File: src/rtl/seg_pkg.sv
// Shared types and the hex seven-segment glyph table for the seg_counter block.
package seg_pkg;

    typedef enum logic [1:0] {
        MODE_HOLD = 2'b00,
        MODE_UP   = 2'b01,
        MODE_DOWN = 2'b10,
        MODE_LOAD = 2'b11
    } mode_e;

    localparam logic [7:0] SEG_BLANK = 8'h00;

    // Segment glyphs for 0..F; bit0 = a ... bit6 = g, active-high.
    localparam logic [6:0] HEX7_TABLE [16] = '{
        7'h3F, 7'h06, 7'h5B, 7'h4F, 7'h66, 7'h6D, 7'h7D, 7'h07,
        7'h7F, 7'h6F, 7'h77, 7'h7C, 7'h39, 7'h5E, 7'h79, 7'h71
    };

    function automatic logic [6:0] hex7(input logic [3:0] nibble);
        return HEX7_TABLE[nibble];
    endfunction

endpackage

File: src/rtl/seg_hex_decoder.sv
// Combinational 4-bit to seven-segment glyph lookup.
module seg_hex_decoder
    import seg_pkg::*;
(
    input  logic [3:0] nibble,
    output logic [6:0] segs
);

    // Table lookup of the glyph for one hex digit.
    always_comb begin
        segs = hex7(nibble);
    end

endmodule

File: src/rtl/seg_counter.sv
// Prescaled up/down/load counter with a registered, digit-selectable hex display.
module seg_counter
    import seg_pkg::*;
#(
    parameter  int unsigned NBITS   = 8,
    parameter  int unsigned DIV     = 4,
    localparam int unsigned NDIGITS = NBITS / 4,
    localparam int unsigned DSEL_W  = (NDIGITS > 1) ? $clog2(NDIGITS) : 1
) (
    input  logic              clk_2,
    input  logic              reset_n,
    input  logic [1:0]        mode,
    input  logic [NBITS-1:0]  load_val,
    input  logic [DSEL_W-1:0] digit_sel,
    input  logic              blank,
    input  logic              clr_flag,
    output logic [NBITS-1:0]  count,
    output logic              tick,
    output logic              wrap_flag,
    output logic [7:0]        seg
);

    if ((NBITS % 4) != 0 || NBITS == 0) begin : g_bad_nbits
        $error("seg_counter: NBITS must be a non-zero multiple of 4");
    end
    if (DIV < 1) begin : g_bad_div
        $error("seg_counter: DIV must be at least 1");
    end

    localparam int unsigned      PRE_W    = (DIV > 1) ? $clog2(DIV) : 1;
    localparam logic [PRE_W-1:0] PRE_LAST = PRE_W'(DIV - 1);
    localparam logic [NBITS-1:0] CNT_MAX  = '1;

    mode_e            mode_q;
    logic [PRE_W-1:0] pre;
    logic [PRE_W-1:0] pre_nxt;
    logic [NBITS-1:0] count_nxt;
    logic             tick_nxt;
    logic             flag_nxt;
    int unsigned      dsel_int;
    logic [3:0]       nibble;
    logic [6:0]       hex_segs;
    logic [7:0]       seg_nxt;

    assign mode_q   = mode_e'(mode);
    assign dsel_int = 32'(digit_sel);

    // Next counter, prescaler, tick and flag; flag priority is load > wrap > clr_flag > hold.
    always_comb begin
        pre_nxt   = '0;
        count_nxt = count;
        tick_nxt  = 1'b0;
        flag_nxt  = clr_flag ? 1'b0 : wrap_flag;
        case (mode_q)
            MODE_UP, MODE_DOWN: begin
                if (pre == PRE_LAST) begin
                    tick_nxt = 1'b1;
                    if (mode_q == MODE_UP) begin
                        count_nxt = count + NBITS'(1);
                        if (count == CNT_MAX) flag_nxt = 1'b1;
                    end else begin
                        count_nxt = count - NBITS'(1);
                        if (count == '0) flag_nxt = 1'b1;
                    end
                end else begin
                    pre_nxt = pre + PRE_W'(1);
                end
            end
            MODE_LOAD: begin
                count_nxt = load_val;
                flag_nxt  = 1'b0;
            end
            default: ;
        endcase
    end

    // Shifting rather than a +: part-select keeps out-of-range digit_sel harmless.
    assign nibble = 4'(count >> (dsel_int * 4));

    seg_hex_decoder u_hex (
        .nibble (nibble),
        .segs   (hex_segs)
    );

    // Display value derived from the currently registered count and flag.
    always_comb begin
        seg_nxt = {wrap_flag, hex_segs};
        if (blank || dsel_int >= NDIGITS) seg_nxt = SEG_BLANK;
    end

    // State and display registers.
    always_ff @(posedge clk_2 or negedge reset_n) begin
        if (!reset_n) begin
            count     <= '0;
            pre       <= '0;
            tick      <= 1'b0;
            wrap_flag <= 1'b0;
            seg       <= SEG_BLANK;
        end else begin
            count     <= count_nxt;
            pre       <= pre_nxt;
            tick      <= tick_nxt;
            wrap_flag <= flag_nxt;
            seg       <= seg_nxt;
        end
    end

endmodule

File: config.mk
export PLATFORM = sky130hd
export DESIGN_NAME = seg_counter
export DESIGN_NICKNAME = d
export VERILOG_FILES = /design/src/rtl/seg_pkg.sv /design/src/rtl/seg_hex_decoder.sv /design/src/rtl/seg_counter.sv
export SDC_FILE = /design/constraint.sdc
export NUM_CORES = 1
export LEC_CHECK = 0
export CAP_MARGIN = 5
export CORE_UTILIZATION = 35
export CTS_CLUSTER_SIZE = 24
export DETAILED_ROUTE_END_ITERATION = 12
export GPL_TIMING_DRIVEN = 1
export SYNTH_ARGS = -nofsm -noshare
export SYNTH_HDL_FRONTEND = slang
export SYNTH_SLANG_ARGS = --single-unit
File: constraint.sdc
create_clock -name clk_2 -period 2.3 [get_ports clk_2]
set_input_delay 0.46 -clock clk_2 [delete_from_list [all_inputs] [get_ports clk_2]]
set_output_delay 0.46 -clock clk_2 [all_outputs]
set_load 0.05 [all_outputs]
# Yosys cells after proc, flatten, opt, wreduce, memory -nomap -nowiden
# Memories as Yosys holds them, arrays and structs flattened.
# Index checks and enable logic that the tools add are counted.
totals:
  input_bits: 15
  reg_bits: 20
  n_memories: 1
  rom_bits: 112
mem_list:
  columns: ["memory", "depth", "width", "rd", "rd_clocked_by_memory_dff", "wr", "line_no", "rtl"]
  rows:
  - ["(no name shown)", 16, 7, 1, 0, 0, "seg_pkg.sv:20", "return HEX7_TABLE[nibble];"]
classes:
  reduce_logical: 5
  bitwise: 1
  shifts: 1
  eq_ne: 6
  n_addsub: 3
  n_lt_le_gt_ge: 2
  mux: 16
op_table:
  columns: ["operator", "count"]
  rows:
  - ["8-bit 2-to-1 mux", 3]
  - ["8-bit case mux with 2 select lines", 1]
  - ["7-bit 2-to-1 mux", 2]
  - ["8-bit by 1-bit adder with 8-bit output, second input constant", 1]
  - ["8-bit == test, second input constant", 1]
  - ["8-bit zero test", 1]
  - ["8-bit by 3-bit right shift with 4-bit output", 1]
  - ["8-bit by 1-bit subtractor with 8-bit output, second input constant", 1]
  - ["1-bit 2-to-1 mux", 7]
  - ["2-bit == test, second input constant", 3]
  - ["5-bit >= comparator, second input constant", 1]
  - ["4-bit NOT with 5-bit output", 1]
  - ["2-bit 2-to-1 mux", 2]
  - ["2-bit by 1-bit adder with 2-bit output, second input constant", 1]
  - ["2-bit by 1-bit == test with 1-bit output, second input constant", 1]
  - ["1-bit by 2-bit >= comparator with 1-bit output, second input constant", 1]
  - ["2-bit != test, second input constant", 1]
  - ["1-bit case mux with 2 select lines", 1]
  - ["2-bit AND reduction", 1]
  - ["2-bit nonzero test", 1]
  - ["2-bit OR reduction", 1]
  - ["1-bit logical OR", 1]

# Depth between registers and ports, before layout
# Gate-level depths: netlist of run 1.
depth:
  ltp_word: 6
  ltp_mapped: 9
  mapped_depth_nobuf: 9

# By module
# A second synthesis of run 1 with hierarchy kept.
hier_totals:
  cells_unflattened: 154
  hier_area_um2: 1521.5
by_module_without_submodules:
  columns: ["mod", "area_each_um2", "cells_each", "instances"]
  rows:
  - ["seg_counter", 1231.2, 121, 1]
  - ["seg_hex_decoder", 290.3, 33, 1]

# Least setup slack after synthesis of run 1
# OpenSTA, ideal clock, no wires.
synth_path:
  path_kind: "input port to flip-flop"
  from: "input mode[1]"
  to: "register count[7]"
  setup_ns: 0.088
  stages: 9
  arrival_time_ns: 2.206
  path_buffers: 0
  slack_ns: 0.005
  t_required_ns: 2.212
  path_cell_list: "inv_1 ha_1 inv_1 ha_1 o211ai_1 o21ai_2 mux2_4 o2111ai_2 nor3b_1"
synth_between:
  elab_chain_cells: 4
  elab_cells_between_ends: 10
synth_rtl:
  columns: ["element", "line_no", "rtl"]
  rows:
  - ["start, declared", "seg_counter.sv:12", "input logic [1:0] mode,"]
  - ["2-bit by 1-bit == test with 1-bit output or 2-bit == test (tied branches)", "seg_counter.sv:54, seg_counter.sv:58", null]
  - ["8-bit 2-to-1 mux or 2-bit OR reduction (tied branches)", "seg_counter.sv:58, seg_counter.sv:54", null]
  - ["8-bit 2-to-1 mux, or another cell as far along", "seg_counter.sv:56", "if (pre == PRE_LAST) begin"]
  - ["8-bit case mux with 2 select lines or 2-bit AND reduction (tied branches)", null, null]
  - ["end signal, assigned", "seg_counter.sv:100", "count <= count_nxt;"]
  - ["end, declared", "seg_counter.sv:17", "output logic [NBITS-1:0] count,"]
# Several ways; a longest one is shown, not always the timed one. The select of a mux whose other input is x is not followed.
# A chain may end at the register's enable or synchronous reset.

# Worst setup path after layout of run 1
layout_path:
  from: "input mode[1]"
  to: "register count[4]"
# The elaborated chain is that of the path after synthesis.

==> results.ini, run 1 <==
[run_status]
status=completed

[worst_hold_path]
min_from=pre[0]
hold_path.class=register to register

[worst_setup_path]
crit_start=mode[1]
start_kind=primary input
critical_path_class=primary input to register
end_kind=register
critPathMaxFanout=6
required_ps=2490
worst_ep_arrival_time_ps=2370
reg2reg_from=count[0]

[power]
power_density_mw_per_mm2=1400
power.leakage_nw=0.947
ir_drop_uv=643

[global_route]
gr-usage-all-layers=0.193
gr-total-overflow=0
grt_pass1_vias=1373
grt_pass1_wl_microns=6350
antenna_found_initial=0
grt_max_degree=21

[logic_synthesis]
synthCells=155
avgSynthCellArea_sq_um=9.32
yosys_warnings=0
synth_ff_type=dfrtp_1
synth-edff-count=0
synth_top_family_by_area=compound AO/OA/AOI/OAI gates
synthTopCellsByArea=dfrtp_1, ha_1, a21oi_1
syn-cell-area_sq_mm=0.00144
synth_nets=188
synth_most_common_cell=dfrtp_1
synth_seq_cells=20
yosys.area_share.simple=0.173
synth_compound_area_frac=0.190
yosys.area_share.adder=0.161
synth_top_area_share=0.347
synth_largest_area_cell=dfrtp_1
synth_cell_type_count=38
synthArstFlopShare=1.00
synthXorXnorAreaFrac=0.0182
synth_common_cells=dfrtp_1, ha_1, nor2_1
seq_area_frac_synth=0.347
synth_mux_area_frac=0.0832

[clocking]
cts_buffers=3
cts_root_buf=clkbuf_8
cts_tree=done
clk_latency_ps=260
clock_path_buffers=2
cts_sinks=20
path_clk_slew_ps=80
htreeDepth=1

[final_layout]
drive_gt1_frac=0.225
fin_util=0.562
n_antenna_cell=0
multi_input_area_sq_um=963
area_growth_pct=47.7
regArea_sq_um=500
design_area_sq_mm=0.00213
nNetsFinal=247
n_fill_cell=333
final_cells=261

[die]
dieArea_sq_mm=0.00439
initial_core_util=0.380
coreArea_sq_mm=0.00380
fp.dieH_microns=66.2
dieWidth_microns=66.2
row_count=22
io_pins=33

[flow_run]
maxCapViolCount=0

[sta]
rsz0062_at_grt=no
fin_hold_ws_ps=447
timing.final.crit_share=0.948
fin_worst_skew_ps=3.13
tightest_slew_ps=503
hold_violations=0
fmax_mhz=459
report.final.setup_viol=0
period_needed_ps=2180
slew_headroom=0.663
setup_tns_ps=0
drv_slew=0

[route]
remaining_drc_errors=0
wl_per_cell_microns=14.4
ant_nets=0
first_pass_iters=4
drtIter0Drc=43
post_drt_via_cell_ratio=5.24
vias=1367
wl_met3_microns=138
routed_wl_microns=3750
top_layer_used=met4
wl_met1_microns=1680
route.met2.wl_microns=1890

[placement]
dp.cells=256
place_area_sq_mm=0.00199
port_buffers=32
post-dp-hpwl_microns=2800
place.gp.congestion=0.869

[routing by layer]
layer / track usage / vias to the layer above
li1: - / 677
met1: 0.230 / 658
met2: 0.347 / 28
met3: 0.0379 / 4
met4: 0.0559 / 0
met5: 0 / -
[sequential cells by signal (all words and copies together), names as in the netlist]
| signal | flops |
|---|---|
| count | 8 |
| tick | 1 |
| wrap_flag | 1 |
| pre | 2 |
| seg | 8 |
[cell families after synthesis]
kind of cell	count (synthesis)
AND/OR/NAND/NOR	53
flip-flops	20
multiplexers	11
AO/OA/AOI/OAI	40
adder cells (fa/ha/maj)	18
buffers and inverters	10
XOR/XNOR	3
[layout make-up]
cell class	count	area share
clock inverters	1	0.0141
flip-flops and latches	20	0.235
well taps	48	0.0282
repair buffers	58	0.240
clock buffers	3	0.0194
inverters	6	0.0117
multi-input cells	125	0.452
[path summary, 6_finish.rpt]
| path | to | slack [ps] | cells after the start |
|---|---|---|---|
| setup / recovery | count[4] | 120 | 10 |
| hold / removal | pre[0] | 450 | 1 |
| setup reg to reg | count[4] | 320 | 6 |
| hold reg to reg | pre[0] | 450 | 1 |
| max in group asynchronous | count[2] | 1550 | 2 |
| min in group asynchronous | count[6] | 540 | 2 |
[placed cells by master (no fill, tap or decap), drive strengths merged, types with 4 or more instances in the layout]
cell / n
dfrtp: 20
nor3: 5
clkdlybuf4s50: 30
o21ai: 7
buf: 26
mux2: 5
nor2: 17
inv: 6
mux2i: 6
a21oi: 13
o211ai: 4
nand2: 14
ha: 17
[worst max-delay path: stages]
cell and delay (ps):
dlygate4sd2_1 240, inv_1 80, ha_2 210, inv_4 80, fa_1 430, a211oi_2 270, buf_4 140, nor2_1 40
o31a_1 280, a21oi_1 140
[timing repair]
action | 4_1_cts | 5_1_grt
setup endpoints to repair | 4 | 1
pin swaps | 4 | 2
resized for setup | 11 | 1
setup buffers | 0 | 1
hold buffers | 0 | 0
[power by group]
group	switching [mW]	total, mW	leakage [nW]	internal (mW)
sequential	0.191	0.670	0.246	0.479
combinational	1.10	1.96	0.665	0.861
clock	0.122	0.355	0.0357	0.232
[through the flow]
stage                     power, mW  setup slack, ps
final                          2.99              119
after global routing           3.20             10.6
after CTS                      2.98              110
after detailed placement       2.53             -463
after global placement         2.49             -389
after floorplan                1.84             5.46
No activity file was read; power rests on OpenSTA's default activity.
==> inputs of run 2 (changes only) <==
--- a/config.mk
+++ b/config.mk
@@ -6,10 +6,11 @@
 export NUM_CORES = 1
 export LEC_CHECK = 0
 export CAP_MARGIN = 5
-export CORE_UTILIZATION = 35
+export CORE_UTILIZATION = 25
 export CTS_CLUSTER_SIZE = 24
 export DETAILED_ROUTE_END_ITERATION = 12
 export GPL_TIMING_DRIVEN = 1
+export SLEW_MARGIN = 40
 export SYNTH_ARGS = -nofsm -noshare
 export SYNTH_HDL_FRONTEND = slang
 export SYNTH_SLANG_ARGS = --single-unit
==> run 2 against run 1 <==
Design area up 3.1%; clock skew down 1.8 ps; sequential power down 1%; count of clock-buffer cells in the layout is the same; clock power grew 1%; global-route usage down 6.3 points; total power about the same; core utilization shrank 16 points; sequential cell count is the same; worst hold slack lost 6.3 ps.
==> results.ini, run 2 (same netlist as run 1, synthesis figures left out) <==
[final_layout]
nNetsFinal=254  ; +2.8%
reg_top3=count: 8 flops, seg: 8 flops, pre: 2 flops
design_area_sq_mm=0.00220  ; +3.1%
final_common_cell=buf_4
n_antenna_cell=0  ; unchanged
drive_gt1_frac=0.241  ; +0.0156
fin_util=0.397  ; -0.165
area_growth_pct=52.3
layout_common_cells=buf_4, clkdlybuf4s50_1, dfrtp_1, nor2_1, ha_1

[clocking]
cts_sinks=20  ; unchanged
clk_latency_ps=260  ; about the same
cts_resized=12  ; +1
clock_path_buffers=2  ; unchanged
cts_setup_buffers=0  ; unchanged
htreeDepth=1  ; unchanged
cts_root_buf=clkbuf_8
cts_hold_buf=0  ; unchanged
cts_buffers=3  ; unchanged
path_clk_slew_ps=80  ; about the same
cts_tree=done

[sta]
rsz0062_at_grt=no
report.final.setup_viol=0  ; unchanged
slew_headroom=0.666  ; +0.00235
timing.final.ws_setup_ps=150  ; +30.3 ps
setup_tns_ps=0  ; unchanged
period_needed_ps=2150  ; -30.3 ps
fmax_mhz=465  ; +1.4%
fin_worst_skew_ps=1.34  ; -1.79 ps
drv_slew=0  ; unchanged
tightest_slew_ps=500  ; -3.51 ps
timing.final.crit_share=0.935  ; -0.0132
hold_violations=0  ; unchanged

[global_route]
grt_pass1_wl_microns=6210  ; -2.3%
grt_pass1_vias=1301  ; -5.2%
gr-usage-all-layers=0.130  ; -0.0633
grt_max_degree=21  ; unchanged
gr-total-overflow=0  ; unchanged
antenna_found_initial=0  ; unchanged

[worst_setup_path]
path_cells=clkdlybuf4s50_1
start_kind=register
critPathMaxFanout=9  ; +3
required_ps=1840  ; -650 ps
crit_family=buffers and inverters
critical_path_class=register to primary output
cp_slowest_stage_delay_ps=870  ; +440 ps
worst_ep_arrival_time_ps=1690  ; -680 ps
crit_buf_inv=1  ; -3
end_kind=primary output
cp_slowest_cell=clkdlybuf4s50_1

[die]
coreArea_sq_mm=0.00554  ; +46%
dieWidth_microns=78.0  ; +18%
fp.dieH_microns=78.0  ; +18%
dieArea_sq_mm=0.00608  ; +39%
io_pins=33  ; unchanged
initial_core_util=0.261  ; -0.119
row_count=27  ; +23%

[placement]
post-dp-hpwl_microns=2750  ; -1.7%
place.gp.congestion=0.854  ; -1.7%
place_ws_ps=-468  ; -4.69 ps
port_buffers=32  ; unchanged
place_area_sq_mm=0.00208  ; +4.5%

[route]
post_drt_via_cell_ratio=4.63  ; -12%
first_pass_iters=4  ; unchanged
wl_per_cell_microns=12.6  ; -12%
vias=1352  ; -1.1%
ant_nets=0  ; unchanged
routed_wl_microns=3680  ; -1.9%
drtIter0Drc=82  ; +91%
remaining_drc_errors=0  ; unchanged

[power]
power_density_mw_per_mm2=1360  ; -3.0%
power.leakage_nw=0.980  ; +3.5%
ir_drop_uv=653  ; +1.5%

[flow_run]
maxCapViolCount=0  ; unchanged

[worst_hold_path]
hold_path.class=register to register

[run_status]
status=completed

## run 2: stage by stage
| stage | total power, mW | cells | hold slack (ps) |
|---|---|---|---|
| after floorplan | 1.84 | 155 | 164 |
| after global placement | 2.57 | 288 | 431 |
| after detailed placement | 2.58 | 288 | 434 |
| after CTS | 3.01 | 292 | 446 |
| after global routing | 3.21 | 292 | 459 |
| final | 2.99 | 292 | 441 |
## run 2: cell type report
class                           instances  area [sq um]
Sequential cell                        20           500
Tap cell                               72          90.1
Clock inverter                          1          30.0
Clock buffer                            3          41.3
Multi-Input combinational cell        125           945
Timing Repair Buffer                   65           566
Fill cell                             567          3340
Inverter                                6          27.5
## run 2: metal layers
metal / wire length, microns / up-vias / track usage
li1: - / 691 / -
met1: 1820 / 625 / 0.175
met2: 1690 / 32 / 0.212
met3: 133 / 4 / 0.0282
met4: 35 / 0 / 0.0278
met5: 0 / - / 0
## run 2: path summary, 6_finish.rpt
kind / from / end / slack, ps / depth (start not counted)
worst max-delay path: count[0] / count[0] / 150 / 1
worst min-delay path: pre[0] / pre[0] / 440 / 1
worst max register to register: count[1] / count[7] / 350 / 6
worst min register to register: pre[0] / pre[0] / 440 / 1
max in group asynchronous: reset_n / seg[5] / 1540 / 2
min in group asynchronous: reset_n / tick / 550 / 2
## run 2: where the power goes
group	switching, mW	leakage (nW)	internal, mW
registers	0.184	0.246	0.479
clock network	0.126	0.0357	0.232
logic	1.10	0.699	0.869
total	1.41	0.980	1.58
